===== src/rtl/raw_line_framer.sv =====
// -----------------------------------------------------------------------------
// raw_line_framer
//
// Turns the sensor's level-based stream (frame valid / line valid) into the
// packetised Bayer stream consumed by the demosaic stage. Each forwarded line
// carries raw_sop on its first pixel and raw_eop on its last. The block locks
// only to whole frames, so a frame already in progress when reset is released
// is skipped. The interpolator never sees more than FRAME_LINES lines per frame
// or more than LINE_WIDTH pixels per line.
//
// Pipeline: stage 1 registers the sensor sample. Stage 2 registers the output
// and decides eop by looking at the sample arriving behind it. A pixel present
// on cam_* in cycle n is on raw_* in cycle n+2.
//
// Parameters
//   DATA_WIDTH   pixel width
//   LINE_WIDTH   maximum pixels forwarded per line (longer lines are truncated)
//   FRAME_LINES  lines forwarded per frame (further lines are dropped)
//
// Ports
//   clk              pixel clock
//   reset_n          asynchronous active-low reset
//   cam_data         sensor pixel
//   cam_fval         frame valid (level)
//   cam_lval         line valid (level); a pixel is valid when cam_fval & cam_lval
//   raw_data         pixel to demosaic
//   raw_valid        pixel strobe
//   raw_sop          first pixel of a line (with raw_valid)
//   raw_eop          last pixel of a line (with raw_valid)
//   err_clr          synchronous clear of the sticky error flags
//   err_short_line   sticky: a forwarded line was shorter than LINE_WIDTH
//   err_long_line    sticky: a line was truncated
//   err_frame_lines  sticky: a frame ended with a line count other than FRAME_LINES
//   frame_cnt        completed frames, wraps at 16 bits
//
// Build option
//   RAW_FRAMER_STATUS_EN  compiles in the error flags, frame_cnt and err_clr.
//                         When undefined, err_* and frame_cnt are tied to 0 and
//                         err_clr is ignored. Framing behaves the same either way.
// -----------------------------------------------------------------------------
module raw_line_framer #(
  parameter int DATA_WIDTH  = 8,
  parameter int LINE_WIDTH  = 1280,
  parameter int FRAME_LINES = 720
) (
  input  logic                  clk,
  input  logic                  reset_n,
  input  logic [DATA_WIDTH-1:0] cam_data,
  input  logic                  cam_fval,
  input  logic                  cam_lval,
  output logic [DATA_WIDTH-1:0] raw_data,
  output logic                  raw_valid,
  output logic                  raw_sop,
  output logic                  raw_eop,
  input  logic                  err_clr,
  output logic                  err_short_line,
  output logic                  err_long_line,
  output logic                  err_frame_lines,
  output logic [15:0]           frame_cnt
);

  // The pixel counter is 12 bits wide. The line counter also has to hold
  // FRAME_LINES + 1, which records one attempted line beyond the limit.
  localparam int PIX_W  = 12;
  localparam int LINE_W = $clog2(FRAME_LINES + 2);

  localparam logic [PIX_W-1:0]  PIX_ONE       = PIX_W'(1);
  localparam logic [PIX_W-1:0]  LINE_WIDTH_C  = PIX_W'(LINE_WIDTH);
  localparam logic [LINE_W-1:0] LINE_ONE      = LINE_W'(1);
  localparam logic [LINE_W-1:0] LINE_ZERO     = LINE_W'(0);
  localparam logic [LINE_W-1:0] FRAME_LINES_C = LINE_W'(FRAME_LINES);

  typedef enum logic [2:0] {
    ST_SYNC       = 3'd0,
    ST_WAIT_FRAME = 3'd1,
    ST_WAIT_LINE  = 3'd2,
    ST_IN_LINE    = 3'd3,
    ST_TRUNC      = 3'd4,
    ST_DROP       = 3'd5
  } state_t;

  // Stage 1 sample
  logic [DATA_WIDTH-1:0] s1_data_r;
  logic                  s1_fval_r;
  logic                  s1_lval_r;   // effective lval: fval & lval
  logic                  s1_vld_r;    // set once a real sample has been captured

  // FSM and counters
  state_t                state_r;
  logic [LINE_W-1:0]     line_cnt_r;
  logic [PIX_W-1:0]      pix_cnt_r;

  // Per-sample decisions
  logic                  next_lval_s;
  state_t                state_base_s;
  state_t                state_nx_s;
  logic [LINE_W-1:0]     lines_s;
  logic                  start_s;
  logic                  cont_s;
  logic                  frame_end_s;
  logic                  sop_s;
  logic                  drop_s;
  logic                  fwd_s;
  logic [PIX_W-1:0]      pix_next_s;
  logic                  at_width_s;
  logic                  eop_s;
  logic                  trunc_s;
  logic                  short_s;

  // The sample arriving behind stage 1 decides whether the stage-1 pixel ends
  // its line.
  assign next_lval_s = cam_fval & cam_lval;

  // Stage 1: capture the sensor sample with lval qualified by fval.
  always_ff @(posedge clk or negedge reset_n) begin
    if (!reset_n) begin
      s1_data_r <= {DATA_WIDTH{1'b0}};
      s1_fval_r <= 1'b0;
      s1_lval_r <= 1'b0;
      s1_vld_r  <= 1'b0;
    end else begin
      s1_data_r <= cam_data;
      s1_fval_r <= cam_fval;
      s1_lval_r <= cam_fval & cam_lval;
      s1_vld_r  <= 1'b1;
    end
  end

  // Classify the stage-1 sample against the current state and pick the next state.
  always_comb begin
    state_base_s = state_r;
    lines_s      = line_cnt_r;
    start_s      = 1'b0;
    cont_s       = 1'b0;
    frame_end_s  = 1'b0;

    case (state_r)
      ST_SYNC: begin
        // Reset values of stage 1 are not a real sample, so wait for s1_vld_r.
        if (s1_vld_r && !s1_fval_r) begin
          state_base_s = ST_WAIT_FRAME;
        end else begin
          state_base_s = ST_SYNC;
        end
      end
      ST_WAIT_FRAME: begin
        // A line may begin on the same sample as the fval rising edge.
        // The line count is treated as already cleared for that sample.
        lines_s = LINE_ZERO;
        if (s1_fval_r) begin
          start_s      = s1_lval_r;
          state_base_s = ST_WAIT_LINE;
        end else begin
          state_base_s = ST_WAIT_FRAME;
        end
      end
      ST_WAIT_LINE: begin
        if (!s1_fval_r) begin
          frame_end_s  = 1'b1;
          state_base_s = ST_WAIT_FRAME;
        end else begin
          start_s      = s1_lval_r;
          state_base_s = ST_WAIT_LINE;
        end
      end
      ST_IN_LINE: begin
        // The look-ahead normally leaves IN_LINE before lval drops.
        // The other branches are a safety net.
        if (!s1_fval_r) begin
          frame_end_s  = 1'b1;
          state_base_s = ST_WAIT_FRAME;
        end else if (s1_lval_r) begin
          cont_s       = 1'b1;
          state_base_s = ST_IN_LINE;
        end else begin
          state_base_s = ST_WAIT_LINE;
        end
      end
      ST_TRUNC: begin
        if (!s1_fval_r) begin
          frame_end_s  = 1'b1;
          state_base_s = ST_WAIT_FRAME;
        end else if (!s1_lval_r) begin
          state_base_s = ST_WAIT_LINE;
        end else begin
          state_base_s = ST_TRUNC;
        end
      end
      ST_DROP: begin
        if (!s1_fval_r) begin
          frame_end_s  = 1'b1;
          state_base_s = ST_WAIT_FRAME;
        end else begin
          state_base_s = ST_DROP;
        end
      end
      default: begin
        state_base_s = ST_SYNC;
      end
    endcase

    // A new line is forwarded only while the frame still has room.
    // Otherwise the rest of the frame is dropped.
    sop_s  = start_s & (lines_s < FRAME_LINES_C);
    drop_s = start_s & ~(lines_s < FRAME_LINES_C);
    fwd_s  = sop_s | cont_s;

    if (sop_s) begin
      pix_next_s = PIX_ONE;
    end else begin
      pix_next_s = pix_cnt_r + PIX_ONE;
    end
    at_width_s = (pix_next_s == LINE_WIDTH_C);

    // End of line: lval drops behind this pixel, or the width limit is reached.
    // Reaching the limit while lval stays high truncates the line.
    eop_s   = fwd_s & (~next_lval_s | at_width_s);
    trunc_s = fwd_s & at_width_s & next_lval_s;
    short_s = fwd_s & ~next_lval_s & ~at_width_s;

    if (trunc_s) begin
      state_nx_s = ST_TRUNC;
    end else if (fwd_s) begin
      if (eop_s) begin
        state_nx_s = ST_WAIT_LINE;
      end else begin
        state_nx_s = ST_IN_LINE;
      end
    end else if (drop_s) begin
      state_nx_s = ST_DROP;
    end else begin
      state_nx_s = state_base_s;
    end
  end

  // Framing FSM: state, line and pixel counters, and the registered output stage.
  always_ff @(posedge clk or negedge reset_n) begin
    if (!reset_n) begin
      state_r    <= ST_SYNC;
      line_cnt_r <= LINE_ZERO;
      pix_cnt_r  <= {PIX_W{1'b0}};
      raw_data   <= {DATA_WIDTH{1'b0}};
      raw_valid  <= 1'b0;
      raw_sop    <= 1'b0;
      raw_eop    <= 1'b0;
    end else begin
      state_r   <= state_nx_s;
      raw_valid <= fwd_s;
      raw_sop   <= sop_s;
      raw_eop   <= eop_s;

      if (fwd_s) begin
        raw_data  <= s1_data_r;
        pix_cnt_r <= pix_next_s;
      end else begin
        raw_data  <= raw_data;
        pix_cnt_r <= pix_cnt_r;
      end

      // Each forwarded line counts once. The first dropped line also counts
      // once, so an over-long frame never ends on exactly FRAME_LINES.
      if (sop_s || drop_s) begin
        line_cnt_r <= lines_s + LINE_ONE;
      end else if (state_r == ST_WAIT_FRAME && s1_fval_r) begin
        line_cnt_r <= LINE_ZERO;
      end else begin
        line_cnt_r <= line_cnt_r;
      end
    end
  end

`ifdef RAW_FRAMER_STATUS_EN
  // Sticky error flags and frame counter; a new error in the same cycle as err_clr wins.
  always_ff @(posedge clk or negedge reset_n) begin
    if (!reset_n) begin
      err_short_line  <= 1'b0;
      err_long_line   <= 1'b0;
      err_frame_lines <= 1'b0;
      frame_cnt       <= 16'd0;
    end else begin
      if (frame_end_s) begin
        frame_cnt <= frame_cnt + 16'd1;
      end else begin
        frame_cnt <= frame_cnt;
      end
      err_short_line  <= short_s | (err_short_line & ~err_clr);
      err_long_line   <= trunc_s | (err_long_line & ~err_clr);
      err_frame_lines <= (frame_end_s & (line_cnt_r != FRAME_LINES_C))
                         | (err_frame_lines & ~err_clr);
    end
  end
`else
  assign err_short_line  = 1'b0;
  assign err_long_line   = 1'b0;
  assign err_frame_lines = 1'b0;
  assign frame_cnt       = 16'd0;

  // Status inputs and events have no consumer in this build.
  logic status_unused_s;
  assign status_unused_s = ^{err_clr, frame_end_s, short_s, trunc_s};
`endif

endmodule


===== config.mk =====
export PLATFORM = sky130hd
export DESIGN_NAME = raw_line_framer
export DESIGN_NICKNAME = d
export VERILOG_FILES = /design/src/rtl/raw_line_framer.sv
export SDC_FILE = /design/constraint.sdc
export NUM_CORES = 1
export LEC_CHECK = 0
export ABC_AREA = 1
export CAP_MARGIN = 20
export CORE_MARGIN = 3
export CORE_UTILIZATION = 45
export DETAILED_ROUTE_END_ITERATION = 8
export HOLD_SLACK_MARGIN = 0.08
export PLACE_DENSITY_LB_ADDON = 0.12
export SETUP_SLACK_MARGIN = 0.5
export SLEW_MARGIN = 5
export SYNTH_ARGS = -nofsm -noshare
export SYNTH_HDL_FRONTEND = slang
export SYNTH_SLANG_ARGS = --single-unit

===== constraint.sdc =====
create_clock -name clk -period 1.7 [get_ports clk]
set_input_delay 0.255 -clock clk [delete_from_list [all_inputs] [get_ports clk]]
set_output_delay 0.255 -clock clk [all_outputs]
set_load 0.02 [all_outputs]

==> Word-level counts from Yosys, hierarchy flattened <==
Cells that the tools add are included.
{ "word_totals": {"mem_bits_rw": 0, "elab_cells": 58, "romBits": 0, "ff_bits": 47, "latchBits": 0, "mem_count": 0, "out_inout_bits": 30} }
{ "op_classes": {"multipliers": 0, "bitwise": 10, "div": 0, "order_cmp": 1, "muxes": 21, "n_eq_ne": 6, "n_reduce_logical": 7, "n_shift": 0, "add_sub_neg": 2} }
{ "op_table": {"columns": ["op", "n"], "rows": [
  ["10-bit two-way mux", 3],
  ["3-bit two-way mux", 6],
  ["3-bit one-hot mux with 5 select lines", 1],
  ["12-bit by 1-bit adder with 12-bit output, second input constant", 1],
  ["12-bit by 11-bit equality test with 1-bit output, second input constant", 1],
  ["12-bit two-way mux", 1],
  ["10-bit by 1-bit adder with 10-bit output, second input constant", 1],
  ["10-bit < comparator, second input constant", 1],
  ["1-bit two-way mux", 8],
  ["1-bit bitwise AND", 6],
  ["3-bit by 2-bit equality test with 1-bit output, second input constant", 2],
  ["3-bit equality test, second input constant", 2],
  ["2-bit two-way mux", 2],
  ["3-bit by 1-bit equality test with 1-bit output, second input constant", 1],
  ["3-bit logical NOT", 1],
  ["1-bit logical AND", 2],
  ["1-bit NOT", 2],
  ["1-bit OR", 2],
  ["2-bit nonzero test", 1],
  ["2-bit OR reduction", 1],
  ["1-bit logical NOT", 1],
  ["1-bit logical OR", 1]
]} }

==> Depth between registers and ports, before layout <==
{ "depth": {"ltp_word": 11, "mapped_depth": 14, "depth_no_buf": 13} }

==> Worst setup path after synthesis <==
No wires, ideal clock.
{ "synth_timing": {"path_type": "register to register", "start": "reg state_r[2]", "end": "reg line_cnt_r[8]", "t_required_ns": 1.567, "slack_ns": -0.036, "path_stages_with_launch": 14, "synth_period_minus_slack_ns": 1.736, "setup_time_ns": 0.133, "arrival_time_ns": 1.603, "cell_sequence": "dfrtp_1 > inv_2 > nand3_4 > buf_12 > nand2_2 > clkinv_2 > ha_1 > inv_1 > nor2_4 > nand2_2 > nor2_4 > nand3_2 > nor3_1 > o22ai_1"} }
{ "synth_via": {"elab_chain_cells": 7, "word_cells_on_any_way": 14, "classes_between": "add/sub: 1; order compare: 1; eq/ne: 2; mux: 3; bitwise: 3; reduce/logical: 4"} }
{ "synth_rtl": {"columns": ["item", "line_no", "source"], "rows": [
  ["from (decl)", "89", "state_t state_r;"],
  ["from (signal assigned)", "247", "state_r <= state_nx_s;"],
  ["3-bit by 1-bit equality test with 1-bit output", "137, 264", null],
  ["10-bit two-way mux", "137", "case (state_r)"],
  ["10-bit < comparator", "204, 205", null],
  ["1-bit NOT", "205", "drop_s = start_s & ~(lines_s < FRAME_LINES_C);"],
  ["1-bit bitwise AND", "205", null],
  ["1-bit logical OR", "262", "if (sop_s || drop_s) begin"],
  ["10-bit two-way mux / 2-bit nonzero test (equally long branches)", null, null],
  ["to (signal assigned)", "263", "line_cnt_r <= lines_s + LINE_ONE;"],
  ["to (signal assigned)", "267", "line_cnt_r <= line_cnt_r;"],
  ["to (decl)", "90", "logic [LINE_W-1:0] line_cnt_r;"]
]} }
Several ways; a longest one is shown, not always the timed one.
A chain may end at the register's enable or synchronous reset.

==> Final worst setup path <==
{ "layout_timing": {"start": "reg pix_cnt_r[0]", "end": "reg state_r[2]"} }
{ "layout_via": {"elab_chain_cells": 6} }
{ "layout_rtl": {"columns": ["item", "line_no", "source"], "rows": [
  ["from (decl)", "91", "logic [PIX_W-1:0] pix_cnt_r;"],
  ["from (signal assigned)", "241", "pix_cnt_r <= {PIX_W{1'b0}};"],
  ["from (signal assigned)", "254", "pix_cnt_r <= pix_next_s;"],
  ["from (signal assigned)", "257", "pix_cnt_r <= pix_cnt_r;"],
  ["12-bit by 1-bit adder with 12-bit output", "211", "pix_next_s = pix_cnt_r + PIX_ONE;"],
  ["12-bit two-way mux", "208", "if (sop_s) begin"],
  ["12-bit by 11-bit equality test with 1-bit output", "213", "at_width_s = (pix_next_s == LINE_WIDTH_C);"],
  ["1-bit bitwise AND (2 in series)", "218", "trunc_s = fwd_s & at_width_s & next_lval_s;"],
  ["3-bit two-way mux", "221", "if (trunc_s) begin"],
  ["via state_nx_s[2]", "96", "state_t state_nx_s;"]
]} }
The timed path passes the listed nets, and every way through them passes these cells.

==> impl_metrics.yaml <==
grt:
  antenna_found_initial: 0
  grt_pass1_wl_um: 9570
  grt_pass1_vias: 2129
  grt_max_degree: 48
  grt_usage_pct: 18.6
  grt.overflow.total: 0
worst_setup_path:
  criticalPathCategory: "flop to flop"
  critPathMaxFanout: 5
  startpoint_type: "flop"
  cp.arrival_ps: 2000
  reg2reg_slack_ps: -70
  critPathCaptureType: "flop"
  critPathRequiredTime_ps: 1920
logic_synthesis:
  synth_enable_flop_cells: 0
  synth_seq_area_share_pct: 45.7
  yosys-top-cells-area: "dfrtp_1 (46%), nand2_1 (11%), inv_1 (6.4%), buf_4 (5.8%), nand3_1 (3.9%)"
  syn_area_mm2: 0.00257
  synth_cell_types: 39
  synth_top_area_cell: "dfrtp_1"
  syn_area_per_cell_um2: 8.35
  syn_inst: 308
  synth_commonest_cells: "nand2_1 (76), dfrtp_1 (47), inv_1 (44), buf_4 (20), nand3_1 (20)"
  synthFlopType: "dfrtp_1"
  yosysMostFrequentCell: "nand2_1"
  yosysWarnings: 0
  yosysTopAreaCellShare_pct: 45.7
  synth-async-reset-ratio_pct: 100
  synth_seq_cells: 47
floorplanning:
  fp-row-count: 26
  core-area_mm2: 0.00530
  die-height_um: 81.6
  io_pins: 43
  die_area_mm2: 0.00666
  start_util_pct: 48.5
  die_x_um: 81.6
clock_network:
  clk_latency_ps: 300
  cts_tree: "done"
  path_clk_slew_ps: 100
  cts_max_path_buffers: 2
  cts.sinks: 47
  root_buffer: "clkbuf_8"
  htreeDepth: 2
  cts_made_buffers: 5
timing:
  fmax_mhz: 563
  maxSlewViolCount: 0
  finalCriticalPeriod_ps: 1770
  rsz0062_at_grt: "true"
  worst_slack_ps: -74.6
  hold_violations: 0
  setup_viol: 3
  hold_ws_ps: 386
  period_share_pct: 104
  skew_ps: 8.62
job:
  cap_violations: 0
placement:
  port_buffers: 22
  gp_congestion: 0.855
  dpl.cell_count: 409
  dp_hpwl_um: 3570
detailed_routing:
  vias: 2249
  dr.pass1.iters: 4
  routed_wl_um: 5990
  drt_first_iter_violations: 110
  drcViolationCount: 0
  drt.antenna.violating_nets: 0
  post_drt_wl_per_cell_um: 13.3
  via_per_inst: 5.00
layout:
  drive_above_1_share_pct: 37.9
  diodes: 0
  final_core_util_pct: 66.0
  syn_to_final_growth_pct: 36.0
  num-nets-final: 394
  fillers: 423
  stdcell_count: 450
power:
  finalPower_mw: 4.10
  leakage_nw: 1.71
  powerDensity_mw_per_mm2: 1170
  peakVddDrop_v: 0.000759
status:
  status: "complete, but fails checks"
  violations: "setup timing"
min_path:
  worstHoldPathType: "input port to flop"
-- critical path, stage by stage, from the launching register on --
cell and delay (ps):
dfrtp_2 460, ha_4 190, inv_2 50, nand2_2 60
a21oi_2 110, nand2_1 70, nor2_1 130, nand3_1 110
nor2_1 100, nand2_1 90, nor2_2 160, nand2_1 80
o21ai_1 90
-- cells in the final DEF, fill, tap and decap left out, types with 2 or more instances in the layout --
cell	count
nand2_1	60
dfrtp_1	42
inv_1	38
buf_4	28
conb_1	20
nand3_1	16
nand2_2	14
buf_6	14
nor2_1	12
clkdlybuf4s50_1	10
buf_2	10
inv_2	9
o21ai_1	8
nand2_4	7
nor2_2	6
a21oi_2	6
nand4_1	6
o22ai_1	6
clkbuf_8	5
dfrtp_2	5
nand3_4	4
nand3_2	4
nor2_4	4
nor3_1	4
o21ai_0	3
a21oi_1	3
nor3_4	2
clkinv_4	2
o21ai_4	2
o21ai_2	2
a22oi_2	2
ha_4	2
clkdlybuf4s15_2	2
-- path summary, 6_finish.rpt --
kind,startpoint,endpoint,cells after the start
max,pix_cnt_r[0],state_r[2],12
min,cam_data[4],s1_data_r[4],1
max reg2reg,pix_cnt_r[0],state_r[2],12
min reg2reg,s1_data_r[3],raw_data[3],2
max in group asynchronous,reset_n,pix_cnt_r[2],3
min in group asynchronous,reset_n,pix_cnt_r[9],3
-- power by group --
group          switching, mW  internal, mW
logic                   1.00         0.769
registers              0.189          1.31
clock network          0.391         0.438
-- final cells by class --
cell class              instances  area (um^2)  share of cell area, %
clock inverters                 3         43.8                   1.25
clock buffers                   5         68.8                   1.97
repair inverters                1         8.76                  0.250
multi-input cells             207         1320                   37.7
inverters                      50          203                   5.79
flip-flops and latches         47         1180                   33.8
repair buffers                 67          586                   16.7
well taps                      70         87.6                   2.50
-- registers in the layout, summed over array words and instances (netlist names) --
signal      count
pix_cnt_r      12
s1_data_r       8
s1_vld_r        1
raw_data        8
raw_sop         1
state_r         3
s1_fval_r       1
line_cnt_r     10
raw_valid       1
s1_lval_r       1
raw_eop         1
-- per-stage QoR --
stage / setup TNS (ps) / instance area [um^2] / worst slack, ps
finish: -180 / 3500 / -74.6
global route: -1280 / 3500 / -168
CTS: 0 / 3300 / 39.0
detailed placement: -116 / 2920 / -28.3
global placement: 0 / 2920 / 2.26
floorplan: 0 / 2690 / 16.7
-- logic make-up after synthesis --
group,Yosys count,synth area share [%]
compound gates,40,9.63
xor+xnor,1,0.341
fa+ha+maj,2,0.973
buf+inv,74,15.1
flops,47,45.7
other cells,2,0.292
simple gates,142,27.9
-- timing repair --
| item | in CTS | in global routing |
|---|---|---|
| gates resized for setup | 86 | 35 |
| cloned | 4 | 0 |
| pin swaps | 4 | 22 |
| endpoints found under the hold margin | 47 | 0 |
| setup buffers | 16 | 12 |
| endpoints found under the setup margin | 47 | 36 |
| hold buffers | 1 | 0 |
-- metal layers --
layer | global-route usage (%) | vias to the layer above | routed length [um]
met3 | 3.18 | 7 | 281
met2 | 30.5 | 66 | 2970
met1 | 25.3 | 1077 | 2690
met4 | 5.48 | 0 | 49
met5 | 0 | - | 0
li1 | - | 1099 | -
(Power assumes the default switching activity.)
